--- src/rtl/mux_arbiter.sv ---
// mux_arbiter: two-requester round-robin arbiter driving a registered shared data mux.
//   clk       - rising-edge clock
//   rst_n     - asynchronous active-low reset
//   req_a/b   - request from requester A / B
//   data_a/b  - WIDTH-bit data word from requester A / B
//   grant_a/b - A / B owns the mux this cycle (decoded from state)
//   sel       - mux select, 0 = A path, 1 = B path
//   out       - registered mux output, one cycle after the grant cycle
//   out_valid - out carries a granted word
module mux_arbiter #(
    parameter int WIDTH     = 16,
    parameter int MAX_BURST = 4
) (
    input  logic             clk,
    input  logic             rst_n,
    input  logic             req_a,
    input  logic             req_b,
    input  logic [WIDTH-1:0] data_a,
    input  logic [WIDTH-1:0] data_b,
    output logic             grant_a,
    output logic             grant_b,
    output logic             sel,
    output logic [WIDTH-1:0] out,
    output logic             out_valid
);
    localparam int CW = $clog2(MAX_BURST);
    localparam logic [CW-1:0] CMAX = CW'(MAX_BURST - 1);
    typedef enum logic [1:0] {IDLE, GNT_A, GNT_B} state_t;
    state_t           state_q, state_d;
    logic             last_q, last_d;
    logic [CW-1:0]    cnt_q, cnt_d;
    logic [WIDTH-1:0] out_q, out_d;
    logic             valid_q, valid_d;
    logic             enter;
    always_comb begin
        state_d = state_q;
        case (state_q)
            // tie goes to whoever did not hold the grant last (last_q=1 means B)
            IDLE:    state_d = (req_a && req_b) ? (last_q ? GNT_A : GNT_B) :
                               req_a ? GNT_A : req_b ? GNT_B : IDLE;
            // burst limit only forces a handover when the other side is waiting
            GNT_A:   state_d = !req_a ? (req_b ? GNT_B : IDLE) :
                               (req_b && cnt_q == CMAX) ? GNT_B : GNT_A;
            GNT_B:   state_d = !req_b ? (req_a ? GNT_A : IDLE) :
                               (req_a && cnt_q == CMAX) ? GNT_A : GNT_B;
            default: state_d = IDLE;
        endcase
        enter   = (state_d != state_q) && (state_d != IDLE);
        cnt_d   = (enter || state_d == IDLE) ? '0 :
                  (cnt_q != CMAX) ? cnt_q + 1'b1 : cnt_q;
        last_d  = enter ? (state_d == GNT_B) : last_q;
        out_d   = grant_a ? data_a : grant_b ? data_b : '0;
        valid_d = grant_a | grant_b;
    end
    always_ff @(posedge clk or negedge rst_n) begin
        if (!rst_n) begin
            state_q <= IDLE;
            last_q  <= 1'b1;
            cnt_q   <= '0;
            out_q   <= '0;
            valid_q <= 1'b0;
        end else begin
            state_q <= state_d;
            last_q  <= last_d;
            cnt_q   <= cnt_d;
            out_q   <= out_d;
            valid_q <= valid_d;
        end
    end
    assign grant_a   = (state_q == GNT_A);
    assign grant_b   = (state_q == GNT_B);
    assign sel       = grant_b;
    assign out       = out_q;
    assign out_valid = valid_q;
endmodule

--- config.mk ---
export PLATFORM = sky130hd
export DESIGN_NAME = mux_arbiter
export DESIGN_NICKNAME = d
export VERILOG_FILES = /design/src/rtl/mux_arbiter.sv
export SDC_FILE = /design/constraint.sdc
export NUM_CORES = 1
export LEC_CHECK = 0
export ABC_AREA = 0
export BUFFER_PORTS_ARGS = -buffer_cell sky130_fd_sc_hd__buf_4
export CAP_MARGIN = 10
export CORE_MARGIN = 5
export CORE_UTILIZATION = 25
export DETAILED_ROUTE_END_ITERATION = 10
export SLEW_MARGIN = 20
export SYNTH_ARGS = -nofsm -noshare
export SYNTH_HDL_FRONTEND = slang
export SYNTH_SLANG_ARGS = --single-unit
--- constraint.sdc ---
create_clock -name clk -period 1.74 [get_ports clk]
set_input_delay 0.435 -clock clk [delete_from_list [all_inputs] [get_ports clk]]
set_output_delay 0.435 -clock clk [all_outputs]
set_load 0.1 [all_outputs]
==> results, run 1 <==
- The first global-routing pass estimated between 4 and 5 mm of wire.
- The finished cells cover 1820 µm².
- In the final design database the tool counted roughly 220 nets.
- The die covers around 5600 µm².
- Across all setup checks in the final design, the least slack found is -28.0 ps.
- The kind of start point of the critical path is a flop.
- The layout overhead on the synthesized area is 74.5%.
- The x dimension of the die is ~75 µm.
- Wires add up to 3.12 mm.
- The worst pin sits at a relative slew slack of 0.806.
- Routability-driven placement finished with a final weighted congestion of 0.830.
- The count of standard-cell rows is 23.
- In the final layout, the share of cells above drive strength 1 is 0.528.
- The worst setup path is of the flop to flop kind.
- Using the TritonRoute via totals, the vias-per-cell ratio works out to 4.47.
- For this block, the via count after detailed routing is 1027.
- The number of antenna diodes in the final layout is 0.
- The mapped netlist covers 1040 µm².
- The per-instance average area after synthesis is ~9.5 µm².
- The final number of hold-violating endpoints is 0.
- During placement, the flow inserted port buffers numbering 55.
- Of all flip-flops after synthesis, the portion carrying an async set or reset was 1.00.
- The area of combinational cells with multiple inputs is between 400 and 500 µm².
- The transition time of the tightest slew-check pin is 291 ps.
- The clock tree from TritonCTS is built.
- The final reports fail on negative setup slack.
- The total negative slack is -62.6 ps.
- The post-synth net total is ~150.
- The count of pins over their slew limit is 0.
- Timing would allow up to about 570 MHz.
- The initial antenna violation count is 0.
- The instance area at placement is roughly 1500 µm².
- The final-layout fill cell count is ~400.
- In this run the count of I/O pins placed on the die edge is 56.
- STA puts the critical path data arrival time at between 1500 and 2000 ps.
- The via count of the first global-routing pass is about 1k.
- The flow ran to the end, but the final reports show violations.
- The required arrival time at the worst endpoint is ~1900 ps.
- The final period utilization is 1.02.
- The detailed-route wire length per cell is 13.6 µm.
- The tree is rooted in a clkbuf_8.
- The final core utilization is 0.451.
- The origin of the critical flop-to-flop path is state_q[0].
- The worst register-to-register path ends at last_q.
- Synthesis inferred 22 register bits.
- By count the netlist is led by nand2_1, dfrtp_1, o21ai_0.
- In this run the worst path has a maximum fanout of 5.
- The yosys synthesis warning count is 0.
- The proportion of synthesized chip area in sequential cells is 0.530.
- The kind of end point of the critical path is a flop.
- Clock-pin slew was measured on the worst setup and hold paths at approximately 80 ps.
- Counting distinct cell types in the post-synthesis netlist gives 22.
- Counting every sink on the clock net gives 22.
- By instance count, the leading cell after synthesis is nand2_1.
- The shortest period the worst path allows is 1770 ps.
- The number of nets with antenna violations after routing is 0.
- Setup violations remaining at the end of the flow were counted as 3.
- Across every metal layer, demand over resource in global routing totals 0.107.
- In this run the worst hold path is classified as primary input to async pin.
- The detailed-route DRC error count is 0.
- The H-tree depth is 1.
- The biggest area contributor in the post-synthesis netlist is dfrtp_1.
- The pin count of the biggest net entering global routing is 23.
- The starting density of the core is 0.258.
- The number of synthesized flops with an enable pin is 0.
- The floorplan die height is between 70 and 80 µm.
- The HPWL after detailed placement is around 2.2 mm.
- The setup skew after layout is around 3.1 ps.
- The placeable core region is 4030 µm².
- The number of CTS-inserted buffers is 3.
- The count of maximum capacitance violations is 0.
- Buffers inserted to repair hold after CTS numbered 0.
- The share of synthesized area in the top cell type comes to 0.505.
- In the final layout, flip-flops and latches occupy ~550 µm².
- The register-to-register setup slack is -30 ps.
- Setup repair after global routing could not meet its margin everywhere.
- The clock insertion delay at the later pin of the skew report is about 260 ps.
- Summed over all layers, the global routing overflow is 0.
- The cell count of the worst reg-to-reg path is 6.
- The maximum buffer depth of the clock tree is 2.
- The first detailed-routing pass took 4 iterations.
- Sorting the synthesized cells by area gives the leading types as dfrtp_1, nand2_1, o21ai_0.
- The post-synthesis cell count is between 100 and 150.
- The starting DRC count in detailed routing is 29.
- The predominant post-synthesis flop cell is dfrtp_1.
==> worst max path at each step <==
stage | end | slack [ps] | start | cells past startpoint
2_1_floorplan | last_q | -260 | state_q[0] | 9
3_3_place_gp | last_q | 80 | state_q[1] | 7
3_5_place_dp | last_q | -30 | state_q[0] | 7
4_1_cts | grant_a | 5 | state_q[1] | 4
5_1_grt | cnt_q[1] | -120 | state_q[0] | 9
6_report | last_q | -30 | state_q[0] | 6
==> kinds of logic after synthesis <==
kind of cell             synth area share
buffers and inverters              0.0661
XOR/XNOR                          0.00841
AO/OA/AOI/OAI                       0.109
multiplexers                       0.0433
flip-flops                          0.530
AND/OR/NAND/NOR                     0.183
adder cells (fa/ha/maj)            0.0601
==> state kept, by name (all words and copies together), names as in the netlist <==
signal and cells:
last_q 1, out_valid 1, out 16, cnt_q 2
state_q 2
==> layout by cell type, fill, tap and decap left out, types with 2 or more instances in the layout <==
master and count:
buf_4 70, nand2_1 35, buf_12 4, o2111ai_2 2, dfrtp_2 2, mux2i_1 3, a21oi_1 2, nand4_1 2
ha_4 3, inv_4 2, clkbuf_8 3, nand3_1 5, dfrtp_1 19, o21ai_0 16
==> metal layers <==
layer	part of all wire	global-route usage
met1	0.37	0.120
met2	0.54	0.189
met3	0.069	0.0432
met4	0.014	0.0277
met5	0	0
==> worst max-delay path, cell delays in order, from the launching register on <==
cell and delay (ps):
dfrtp_2 480, buf_4 170, ha_1 210, nor2_2 130
and3_4 220, mux2_4 300, o2111ai_2 190
==> through the flow <==
step	cells	hold WS, ps	setup slack, ps
global route	230	59.3	-120
global placement	213	343	82.2
CTS	220	54.3	5.23
floorplan	110	139	-255
finish	230	43.0	-28.0
detailed placement	213	345	-28.2
==> area by class of cell <==
| cell class | instances | area share |
|---|---|---|
| clock buffers | 3 | 0.0227 |
| clock inverters | 1 | 0.0165 |
| inverters | 3 | 0.00895 |
| multi-input cells | 76 | 0.264 |
| flip-flops and latches | 22 | 0.305 |
| well taps | 50 | 0.0344 |
| repair buffers | 75 | 0.348 |
==> repair_timing <==
action                     in CTS  in global routing
setup endpoints to repair       6                  6
pin swaps                       0                  6
buffers inserted                3                 10
gates resized for setup        10                 13
Power of run 1 is not shown: default switching activity piles up to over one toggle a cycle in this logic, so the estimate is an artifact.
==> inputs of run 2 (changes only) <==
Settings changed: SETUP_SLACK_MARGIN from default to 0.15.
==> run 2 against run 1 <==
The flow still finishes with violations (negative setup slack); final area shrank 2.4%; critical path type unchanged; die area unchanged; cell count fell by 0.87%; fmax rose by 0.51%.
==> results, run 2 (synthesis gave the netlist of run 1 again) <==
- In the post-route analysis, the smallest setup slack over all paths is -19.1 ps.
- The maximum buffer depth of the clock tree is 2.
- In this run the worst path has a maximum fanout of 6.
- The overflow left after global routing is 0.
- Clock tree synthesis selected as its root buffer the cell clkbuf_8.
- Hold timing on the final database bottoms out at a slack of 45.0 ps.
- In the final routed layout, each cell accounts on average for approximately 13 µm.
- The kind of start point of the critical path is a flop.
- The tool flagged a number of max-cap violations equal to 0.
- The final reports fail on negative setup slack.
- The post-route cell area is about 1800 µm².
- Timing would allow up to 568 MHz.
- At the end of the flow, the number of nets in the layout was 220.
- In the global route stage, overall resource usage came out at 0.113.
- Relative to the synthesized area, the layout overhead comes to 70.3%.
- The startpoint identified for the worst register-to-register timing path is state_q[0].
- The flow ran to the end, but the final reports show violations.
- The starting DRC count in detailed routing is 26.
- The clock drives 22 sinks.
- The met1 capacity usage during global routing is 0.126.
- The H-tree depth is 1.
- The floorplan step set the die height to 74.5 µm.
- The placeable core region is slightly above 4000 µm².
- The number of cells in the finished layout apart from fillers is ~230.
- The critical path is of the flop to flop type.
- The die area is approximately 5600 µm².
- The number of top-level pins is 56.
- The filler cells instantiated in the layout total approximately 400.
- The most common library cell in the layout ignoring fill and taps is buf_4.
- The number of antenna diodes in the final layout is 0.
- The cell count after placement is between 200 and 250.
- In the final layout, the multi-input gates occupy slightly below 500 µm².
- The initial antenna violation count came to 0.
- For this block, the routed nets add up to 3.05 mm of wire.
- The critical path arrival is around 2000 ps.
- The worst hold path class is primary input to async pin.
- The count of standard-cell rows is 23.
- The final number of hold-violating endpoints is 0.
- The routed layout has about 1.0k vias.
- The footprint of the flip-flops and latches is between 500 and 600 µm².
- Of the cells placed in the final design, the portion with a size suffix greater than 1 is 0.522.
- Using the TritonRoute via totals, the vias-per-cell ratio works out to roughly 4.5.
- The headroom to the max-slew limit is 0.806.
- For this run, the detailed router's first-pass iteration total came to 6.
- Detailed placement finished with a half-perimeter wire length of 2.18 mm.
- The global routing usage on met3 is 0.0459.
- In the layout the commonest cells are buf_4, nand2_1, dfrtp_1, o21ai_0, nand3_1.
- The number of nets with antenna violations after routing is 0.
- The most congested layer reported by global routing is met2.
- After routing, the total negative slack on setup checks comes to -40.8 ps.
- At the worst endpoint, the required time is about 1900 ps.
- For the finished layout, the period the worst path requires is about 1800 ps.
- The instance area at placement is between 1500 and 2000 µm².
- The number of buffer cells added on primary ports is between 50 and 60.
- For met2 alone, demand over resource in global routing was 0.197.
- The launching element of the worst setup path is state_q[0].
- Dividing the final minimum period by the clock period gives 1.01.
- The kind of end point of the critical path is a flop.
- Clock tree synthesis inserted a total of 3 buffers.
- The later pin in the worst-skew pair is clocked with a latency of 260 ps.
- The x dimension of the die is about 75 µm.
- The starting density of the core is 0.258.
- The setup skew after layout is between 1.5 and 2 ps.
- The clock transition at the registers of the reported paths is approximately 80 ps.
- TritonCTS built the clock tree.
- The wire length of the first global-routing pass is 4.78 mm.
- The number of hold buffers added after CTS is 0.
- The via count of the first global-routing pass is between 1k and 1.5k.
- For the pin with the worst max-slew slack, the measured transition is 291 ps.
- The congestion estimate from routability-driven global placement came to 0.830.
- The flip-flop count of the largest register, all copies and words added is 16.
- Setup repair after global routing could not meet its margin everywhere.
- The final setup violation count is 3.
- The count of pins over their slew limit was 0.
- For this run, design rule violations remaining after detail routing come to 0.
- Entering global routing, the biggest net connects 23 pins.
==> run 2: cell types whose count changed in the layout (fill, tap and decap cells not counted), moves of 2 or more <==
cell / change
buf_12: -3
a21oi_1: -2
a21oi_2: +2
buf_6: +2
==> run 2: final timing paths <==
check / endpoint / slack (ps) / cells past startpoint
max in group asynchronous: last_q / 1420 / 1
min reg2reg: last_q / 580 / 2
max reg2reg: last_q / -20 / 7
max: last_q / -20 / 7
min in group clk: out[2] / 370 / 3
min: out[4] / 50 / 1
==> run 2: what timing repair did <==
item	4_1_cts	5_1_grt
endpoints found under the setup margin	6	6
buffers inserted	5	6
pin swaps	2	4
resized for setup	12	7
==> run 2: final cells by class <==
cell class	count	area share
well taps	50	0.0353
repair buffers	73	0.332
clock buffers	3	0.0233
flip-flops and latches	22	0.313
inverters	3	0.00917
clock inverters	1	0.0169
multi-input cells	76	0.271
==> run 2: metal layers <==
metal | up-vias | part of all wire
met5 | - | 0
li1 | 497 | -
met4 | 0 | 0.012
met1 | 483 | 0.36
met3 | 6 | 0.083
met2 | 38 | 0.54
==> run 2: per-stage QoR <==
step / util / setup WS, ps
6_report: 0.440 / -19.1
5_1_grt: 0.440 / -105
4_1_cts: 0.420 / 20.5
3_5_place_dp: 0.382 / -28.2
3_3_place_gp: 0.382 / 82.2
2_1_floorplan: - / -255
==> run 2: worst max-delay path: stages, from the launching register on <==
cell and delay (ps):
dfrtp_2 490, inv_4 100, ha_2 210, nor3_1 60, nor2_1 140, and3_4 220
mux2_4 300, o2111ai_2 170
Power of run 2 is left out for the same reason.
